File: src/rtl/tilexy_cl_rcv_drain_pkg.sv
// Shared cache-line receive types: line geometry, buffered entry layout,
// drain FSM states and a beat-select helper.
package tile_cl_pkg;

  localparam int CL_BEATS  = 8;
  localparam int CL_BEAT_W = 66;
  localparam int CL_ADDR_W = 37;
  localparam int CL_PHY_W  = 40;
  localparam int CL_DATA_W = CL_BEATS * CL_BEAT_W;
  localparam int CL_SIZE_W = CL_PHY_W + 2;
  localparam int CL_BIDX_W = $clog2(CL_BEATS);

  localparam logic [CL_BIDX_W-1:0] CL_LAST_BEAT = CL_BIDX_W'(CL_BEATS - 1);

  // One buffered delivery; expunges carry no meaningful data.
  typedef struct packed {
    logic [CL_DATA_W-1:0] data;
    logic [CL_ADDR_W-1:0] addr;
    logic                 shared;
    logic                 excl;
    logic [CL_PHY_W-1:0]  phy;
    logic                 expun;
  } cl_entry_t;

  // NEXT is a pass-through decision point evaluated in the pop cycle itself.
  typedef enum logic [1:0] {
    IDLE = 2'd0,
    FILL = 2'd1,
    INV  = 2'd2,
    NEXT = 2'd3
  } rcv_state_t;

  // Beat k of a line lives at [66k+65:66k].
  function automatic logic [CL_BEAT_W-1:0] cl_beat_sel(
    input logic [CL_DATA_W-1:0] line,
    input logic [CL_BIDX_W-1:0] k
  );
    return line[int'(k) * CL_BEAT_W +: CL_BEAT_W];
  endfunction

endpackage

File: src/rtl/tilexy_cl_rcv_drain_line_ram.sv
// cl_line_ram: DEPTH-entry line store, one write port and one
// combinational read port. Contents are not reset; the pointers in the
// parent decide what is valid.
module cl_line_ram
  import tile_cl_pkg::*;
#(
  parameter int DEPTH = 4
) (
  input  logic                     clk,
  input  logic                     we,
  input  logic [$clog2(DEPTH)-1:0] waddr,
  input  cl_entry_t                wdata,
  input  logic [$clog2(DEPTH)-1:0] raddr,
  output cl_entry_t                rdata
);

  cl_entry_t mem [DEPTH];

  // Write port: one delivery per cycle.
  always_ff @(posedge clk) begin
    if (we) begin
      mem[waddr] <= wdata;
    end
  end

  assign rdata = mem[raddr];

endmodule

File: src/rtl/tilexy_cl_rcv_drain.sv
// tilexy_cl_rcv_drain: buffers cache lines delivered by the tile fifo and
// drains each one to the L2 fill port as 8 x 66b beats (valid/ready), or as
// a single invalidate for expunges. The producer cannot be stalled, so the
// block exports almost_full and a sticky overflow flag.
//
// Optional feature, macro CL_RCV_BYPASS_EN: a data line arriving into an
// idle, empty block loads straight into the head register without using a
// buffer slot; almost_full then treats the head register as one extra slot.
module tilexy_cl_rcv_drain
  import tile_cl_pkg::*;
#(
  parameter int DEPTH    = 4,
  parameter int AF_LEVEL = 1
) (
  input  logic                      clk,
  input  logic                      rst,
  input  logic                      in_en,
  input  logic [CL_DATA_W-1:0]      in_data,
  input  logic [3:0][CL_ADDR_W-1:0] in_addr,
  input  logic [CL_SIZE_W-1:0]      in_size,
  input  logic                      in_expun,
  output logic                      almost_full,
  output logic                      overflow,
  output logic                      fill_valid,
  input  logic                      fill_ready,
  output logic [CL_ADDR_W-1:0]      fill_addr,
  output logic [CL_BIDX_W-1:0]      fill_beat,
  output logic [CL_BEAT_W-1:0]      fill_data,
  output logic                      fill_first,
  output logic                      fill_last,
  output logic                      fill_shared,
  output logic                      fill_excl,
  output logic [CL_PHY_W-1:0]       fill_phy,
  output logic                      inv_valid,
  input  logic                      inv_ready,
  output logic [CL_ADDR_W-1:0]      inv_addr
);

  localparam int AW = $clog2(DEPTH);
  localparam logic [AW:0] PTR_ONE = 1;
`ifdef CL_RCV_BYPASS_EN
  localparam int CAP = DEPTH + 1;
`else
  localparam int CAP = DEPTH;
`endif

  rcv_state_t state, state_nxt, st_eval;
  logic [CL_BIDX_W-1:0] beat, beat_nxt;
  logic [AW:0]   wptr, rptr, rptr_inc, count;
  logic [AW+1:0] occ;
  logic [AW-1:0] rd_addr;
  logic          full, empty;
  logic          push_ok, pop_done, ram_pop, ram_avail, byp_load;
  logic          head_ld, head_byp, head_byp_nxt;
  cl_entry_t     in_entry, rd_entry, head_p0, head_p1;
  logic          unused_ok;

  // Only the first address replica is meaningful; the head's expunge bit is
  // consumed before it is registered.
  assign unused_ok = ^{in_addr[3:1], head_p1.expun};

  // Pack the delivery into the buffered entry layout.
  always_comb begin
    in_entry        = '0;
    in_entry.data   = in_data;
    in_entry.addr   = in_addr[0];
    in_entry.shared = in_size[CL_PHY_W+1];
    in_entry.excl   = in_size[CL_PHY_W];
    in_entry.phy    = in_size[CL_PHY_W-1:0];
    in_entry.expun  = in_expun;
  end

  // Pointers carry one wrap bit; full/empty come from the MSB compare.
  assign empty    = (wptr == rptr);
  assign full     = (wptr[AW] != rptr[AW]) && (wptr[AW-1:0] == rptr[AW-1:0]);
  assign count    = wptr - rptr;
  assign rptr_inc = rptr + PTR_ONE;

  // A line is released only on its beat-7 handshake, an expunge on inv_ready.
  assign pop_done = ((state == FILL) && fill_ready && (beat == CL_LAST_BEAT)) ||
                    ((state == INV) && inv_ready);

`ifdef CL_RCV_BYPASS_EN
  assign byp_load = (state == IDLE) && empty && in_en && !in_expun;
  assign ram_pop  = pop_done && !head_byp;
  assign occ      = {1'b0, count} + {{(AW+1){1'b0}}, head_byp};
`else
  assign byp_load = 1'b0;
  assign ram_pop  = pop_done;
  assign occ      = {1'b0, count};
`endif

  // A full buffer still accepts when its head frees in the same cycle.
  assign push_ok   = in_en && !byp_load && (!full || ram_pop);
  // While popping, the successor is one past the head.
  assign ram_avail = ram_pop ? (count != PTR_ONE) : !empty;
  assign rd_addr   = ram_pop ? rptr_inc[AW-1:0] : rptr[AW-1:0];

  assign almost_full = (int'(occ) + AF_LEVEL) >= CAP;

  cl_line_ram #(
    .DEPTH (DEPTH)
  ) u_ram (
    .clk   (clk),
    .we    (push_ok),
    .waddr (wptr[AW-1:0]),
    .wdata (in_entry),
    .raddr (rd_addr),
    .rdata (rd_entry)
  );

  // Drain FSM: pick the next head in IDLE or in the pop cycle (NEXT) so
  // consecutive lines leave with no bubble.
  always_comb begin
    st_eval      = pop_done ? NEXT : state;
    state_nxt    = state;
    beat_nxt     = beat;
    head_ld      = 1'b0;
    head_p0      = rd_entry;
    head_byp_nxt = head_byp;
    if ((state == FILL) && fill_ready) begin
      beat_nxt = beat + 1'b1;
    end
    case (st_eval)
      IDLE, NEXT: begin
        head_byp_nxt = 1'b0;
        beat_nxt     = '0;
        if (byp_load) begin
          head_p0      = in_entry;
          head_ld      = 1'b1;
          head_byp_nxt = 1'b1;
          state_nxt    = FILL;
        end else if (ram_avail) begin
          head_p0   = rd_entry;
          head_ld   = 1'b1;
          state_nxt = rd_entry.expun ? INV : FILL;
        end else if (push_ok) begin
          // Empty buffer: the entry being written now is also the new head.
          head_p0   = in_entry;
          head_ld   = 1'b1;
          state_nxt = in_expun ? INV : FILL;
        end else begin
          state_nxt = IDLE;
        end
      end
      default: ;
    endcase
  end

  // Control state; reset aborts any transfer in flight.
  always_ff @(posedge clk) begin
    if (rst) begin
      state    <= IDLE;
      beat     <= '0;
      wptr     <= '0;
      rptr     <= '0;
      head_byp <= 1'b0;
      overflow <= 1'b0;
    end else begin
      state    <= state_nxt;
      beat     <= beat_nxt;
      head_byp <= head_byp_nxt;
      if (push_ok) begin
        wptr <= wptr + PTR_ONE;
      end
      if (ram_pop) begin
        rptr <= rptr_inc;
      end
      if (in_en && !push_ok && !byp_load) begin
        overflow <= 1'b1;
      end
    end
  end

  // Head register: holds the line being drained; outputs are gated by state.
  always_ff @(posedge clk) begin
    if (head_ld) begin
      head_p1 <= head_p0;
    end
  end

  assign fill_valid  = (state == FILL);
  assign fill_beat   = fill_valid ? beat : '0;
  assign fill_data   = fill_valid ? cl_beat_sel(head_p1.data, beat) : '0;
  assign fill_addr   = fill_valid ? head_p1.addr : '0;
  assign fill_first  = fill_valid && (beat == '0);
  assign fill_last   = fill_valid && (beat == CL_LAST_BEAT);
  assign fill_shared = fill_valid && head_p1.shared;
  assign fill_excl   = fill_valid && head_p1.excl;
  assign fill_phy    = fill_valid ? head_p1.phy : '0;
  assign inv_valid   = (state == INV);
  assign inv_addr    = inv_valid ? head_p1.addr : '0;

endmodule

File: config.mk
export PLATFORM = sky130hd
export DESIGN_NAME = tilexy_cl_rcv_drain
export DESIGN_NICKNAME = d
export VERILOG_FILES = /design/src/rtl/tilexy_cl_rcv_drain_pkg.sv /design/src/rtl/tilexy_cl_rcv_drain_line_ram.sv /design/src/rtl/tilexy_cl_rcv_drain.sv
export SDC_FILE = /design/constraint.sdc
export NUM_CORES = 2
export LEC_CHECK = 0
export CORE_MARGIN = 2
export CORE_UTILIZATION = 55
export CTS_BUF_LIST = sky130_fd_sc_hd__clkbuf_2 sky130_fd_sc_hd__clkbuf_4 sky130_fd_sc_hd__clkbuf_8
export DETAILED_ROUTE_END_ITERATION = 8
export PLACE_DENSITY = 0.76
export SYNTH_ARGS = -nofsm -noshare
export SYNTH_HDL_FRONTEND = slang
export SYNTH_HIERARCHICAL = 1
export SYNTH_SLANG_ARGS = --single-unit
File: constraint.sdc
create_clock -name clk -period 114.9 [get_ports clk]
set_input_delay 34.47 -clock clk [delete_from_list [all_inputs] [get_ports clk]]
set_output_delay 34.47 -clock clk [all_outputs]
set_load 0.05 [all_outputs]
==> metrics.md <==
| Metric | Value |
|---|---|
| Run status | complete, no violations |
| Relative slew slack | 15.1% |
| Drt first pass iters | 5 |
| Post-Syn Instances | around 5000 |
| Final net count | 6837 |
| Reg2reg end | head_p1[493]$_DFFE_PP_ |
| Register area | 91500 µm² |
| EDFF count, synth | 3039 |
| Die Height | roughly 470 µm |
| Inst Count DP | 8465 |
| Final Cycle Share | 34.9% |
| Final Total Pwr | between 3 and 4 mW |
| Full die area | between 200000 and 250000 µm² |
| Die Wd | 469 µm |
| Critical path buffer and inverter count | 6 |
| # DRC | 0 |
| Postcts setup bufs | 0 |
| Leakage | 43.8 nW |
| Main synth FF type | edfxtp_1 |
| CP Launch Type | input port |
| Sw frac | 27.4% |
| Top Ports | slightly above 900 |
| Antenna viol nets, final | 0 |
| Worst-margin pin slew | between 1 and 1.5 ns |
| Power Density | roughly 22 nW/µm² |
| Synth Cell Area | 119000 µm² |
| Crit Path Max Fanout | 41 |
| Worst-path clk slew | ~0.06 ns |
| Antenna violations before repair | between 100 and 150 |
| Synth Warn # | 6 |
| Clock network power share | 28.0% |
| Sequential power share | approximately 49% |
| Max VDD drop | 0.0264 mV |
| First-pass GRT wire length | 384000 µm |
| Layout Area Growth over Synthesis | 16.8% |
| Worst Skew | 0.115 ns |
| Max-slew violation count | 0 |
| Crit Reg-Reg Startpoint | beat[0]$_SDFFE_PP0P_ |
| CTS tree | done |
| RSZ-0062 raised after global routing | false |
| Netlist cell types | 43 |
| Min-delay src | overflow$_SDFFE_PP0P_ |
| Minimum clock period | 40.14 ns |
| Core Region | 215000 µm² |
| CTS resizes | 0 |
| CTS Buffer Depth | 4 |
| CP Depth | 11 |
| WHS Endpoint | overflow$_SDFFE_PP0P_ |
| Clock insertion delay at the later pin of the skew report | 1.14 ns |
| Final setup viols | 0 |
| Setup CP Type | in2reg |
| Footprint of the multi-input gates | 25800 µm² |
| Port Buffers | between 800 and 900 |
| Pint | between 2 and 2.5 mW |
| Logic gate share of total power | 22.8% |
| Share of cells above drive strength 1 | 29.5% |
| GRT overflow | 0 |
| Crit path max-delay cell type | buf_4 |
| Largest net degree at the start of global routing | between 150 and 200 |
| Setup TNS | 0 ns |
| Syn Nets | 5738 |
| Hold Violations, Final | 0 |
| Routability cong. | 0.781 |
| Post-route non-filler standard cell count | between 9000 and 10000 |
| Hold Crit Class | reg2reg |
| Worst Reg-to-Reg Cells | 13 |
| Critical-path cell list | clkdlybuf4s50_1 -> nand4b_1 -> nand2_1 -> xor2_4 -> buf_4 -> buf_4 -> buf_4 -> buf_4 -> buf_4 -> mux4_2 -> mux2_1 |
| Hold_buf cts | 0 |
| Total Routing Usage GR | approximately a quarter |
| Final wirelength | 265000 µm |
| Seq/Total Area, Yosys | 77.0% |
| Hpwl dp | 155000 µm |
| # fillers | 13692 |
| CP endpoint kind | flip-flop |
| Crit path top cell by count | buf_4 |
| DR WL/cell | 28.3 µm |
| H-tree levels | 5 |
| Slowest stage delay, CP | about 0.80 ns |
| Synthesized flop and latch total | 3051 |
| Row count | 170 |
| Hold Path Stages | 2 |
| Vias per cell | 5.94 |
| Required @ worst endpoint | 115.69 ns |
| Clock Sinks | ~3100 |
| R2r setup slk | 106.96 ns |
| Worst Path Arrival | 40.94 ns |
| Mean area per synthesized cell | around 24 µm² |
| Sw power | between 800 and 900 µW |
| CP top delay family | buffers and inverters |
| Max-Cap Viols | 0 |
| Post-synth ARST share | 0% |
| Num CTS Buffers | 474 |
| Starting Density | between 50% and 60% |
| Vias in the first global route | around 58000 |
| DR iter-0 viols | ~5000 |
| Fmax | around 0.025 GHz |
| Clock Root Buffer | clkbuf_8 |
| Vias | 55480 |
## power by group through the flow
stage / Clock, mW / Sequential (mW) / Combinational, mW
finish: 0.855 / 1.50 / 0.697
global route: 0.922 / 1.52 / 0.743
CTS: 0.876 / 1.51 / 0.712
detailed placement: 0 / 1.53 / 0.709
global placement: 0 / 1.52 / 0.700
floorplan: 0 / 1.62 / 0.509
## cell families after synthesis
kind of cell               synth area share (%)
adders and majority gates                 0.112
xor gates and xnor gates                 0.0495
DFF                                        77.0
buffers and inverters                      1.31
and+or+nand+nor                            1.03
muxes                                      20.4
AOI/OAI and AO/OA                         0.114
## metal layers
layer,up-vias,share of wire [%],GRT usage [%],routed length (µm)
li1,23479,-,-,-
met1,29096,38,31.2,101000
met2,2209,49,38.1,131000
met3,540,9.9,8.61,26200
met4,156,2.2,7.20,5790
met5,-,0.37,0,977
## worst max-delay path by stage
stage | end | from
floorplan | u_ram/mem[0][0]$_DFFE_PP_ | inv_ready
global placement | head_p1[428]$_DFFE_PP_ | fill_ready
detailed placement | head_p1[428]$_DFFE_PP_ | fill_ready
CTS | head_p1[559]$_DFFE_PP_ | fill_ready
global route | head_p1[559]$_DFFE_PP_ | fill_ready
finish | head_p1[493]$_DFFE_PP_ | fill_ready
## state kept, by name, indices dropped and copies added, names as in the netlist
register / count
head_p1: 607
state: 2
u_ram/mem: 2432
overflow: 1
beat: 3
wptr: 3
rptr: 3
## worst min-delay path: cells and delay by family (launching register included)
family	cells	cell delay (ns)
AO/OA/AOI/OAI	1	0.05
flip-flops	1	0.34
AND/OR/NAND/NOR	1	0.07
## metrics by stage
step / hold WS (ns) / util, % / area [µm²] / setup WS [ns]
after floorplan: 0.486 / - / 119000 / 33.43
after global placement: 0.469 / 60.5 / 130000 / 73.46
after detailed placement: 0.476 / 60.5 / 130000 / 73.37
after CTS: 0.495 / 64.6 / 139000 / 74.58
after global routing: 0.522 / 64.6 / 139000 / 74.18
final: 0.492 / 64.6 / 139000 / 74.76
## synthesized netlist by cell type (all sizes together), types with 3 or more instances
master / instances / area share, %
and2: 118 / 0.62
mux2i: 66 / 0.56
and3b: 4 / 0.029
nand2: 12 / 0.038
ha: 9 / 0.095
edfxtp: 3039 / 77
inv: 16 / 0.051
a21oi: 6 / 0.025
dfxtp: 12 / 0.20
nor2: 74 / 0.23
clkbuf: 52 / 0.16
buf: 213 / 1.1
o21ai: 3 / 0.013
mux2: 608 / 5.8
mux4: 740 / 14
## area by class of cell
type / instances / area share [%]
tap: 2838 / 2.56
multi-input combinational: 1672 / 18.6
clock inverter: 186 / 0.722
inverter: 16 / 0.0487
antenna: 51 / 0.0920
sequential: 3051 / 66.0
clock buffer: 641 / 5.65
timing repair buffer: 888 / 6.37
## placed cells by master (no fill, tap or decap), types with 3 or more instances in the layout
master and instances:
edfxtp_1 3039, clkdlybuf4s50_1 803, mux4_2 740, clkbuf_8 483
mux2_2 377, mux2_1 230, clkbuf_4 158, clkinv_1 137
and2_1 118, nor2_1 73, buf_4 72, mux2i_1 66
diode_2 51, clkinv_2 30, inv_1 14, buf_12 13
nand2_1 11, ha_1 9, dfxtp_1 9, bufinv_16 8
a21oi_1 6, clkinvlp_4 6, inv_8 4, o21ai_0 3
dfxtp_4 3
Note: power is estimated with default switching activity, not from simulation.
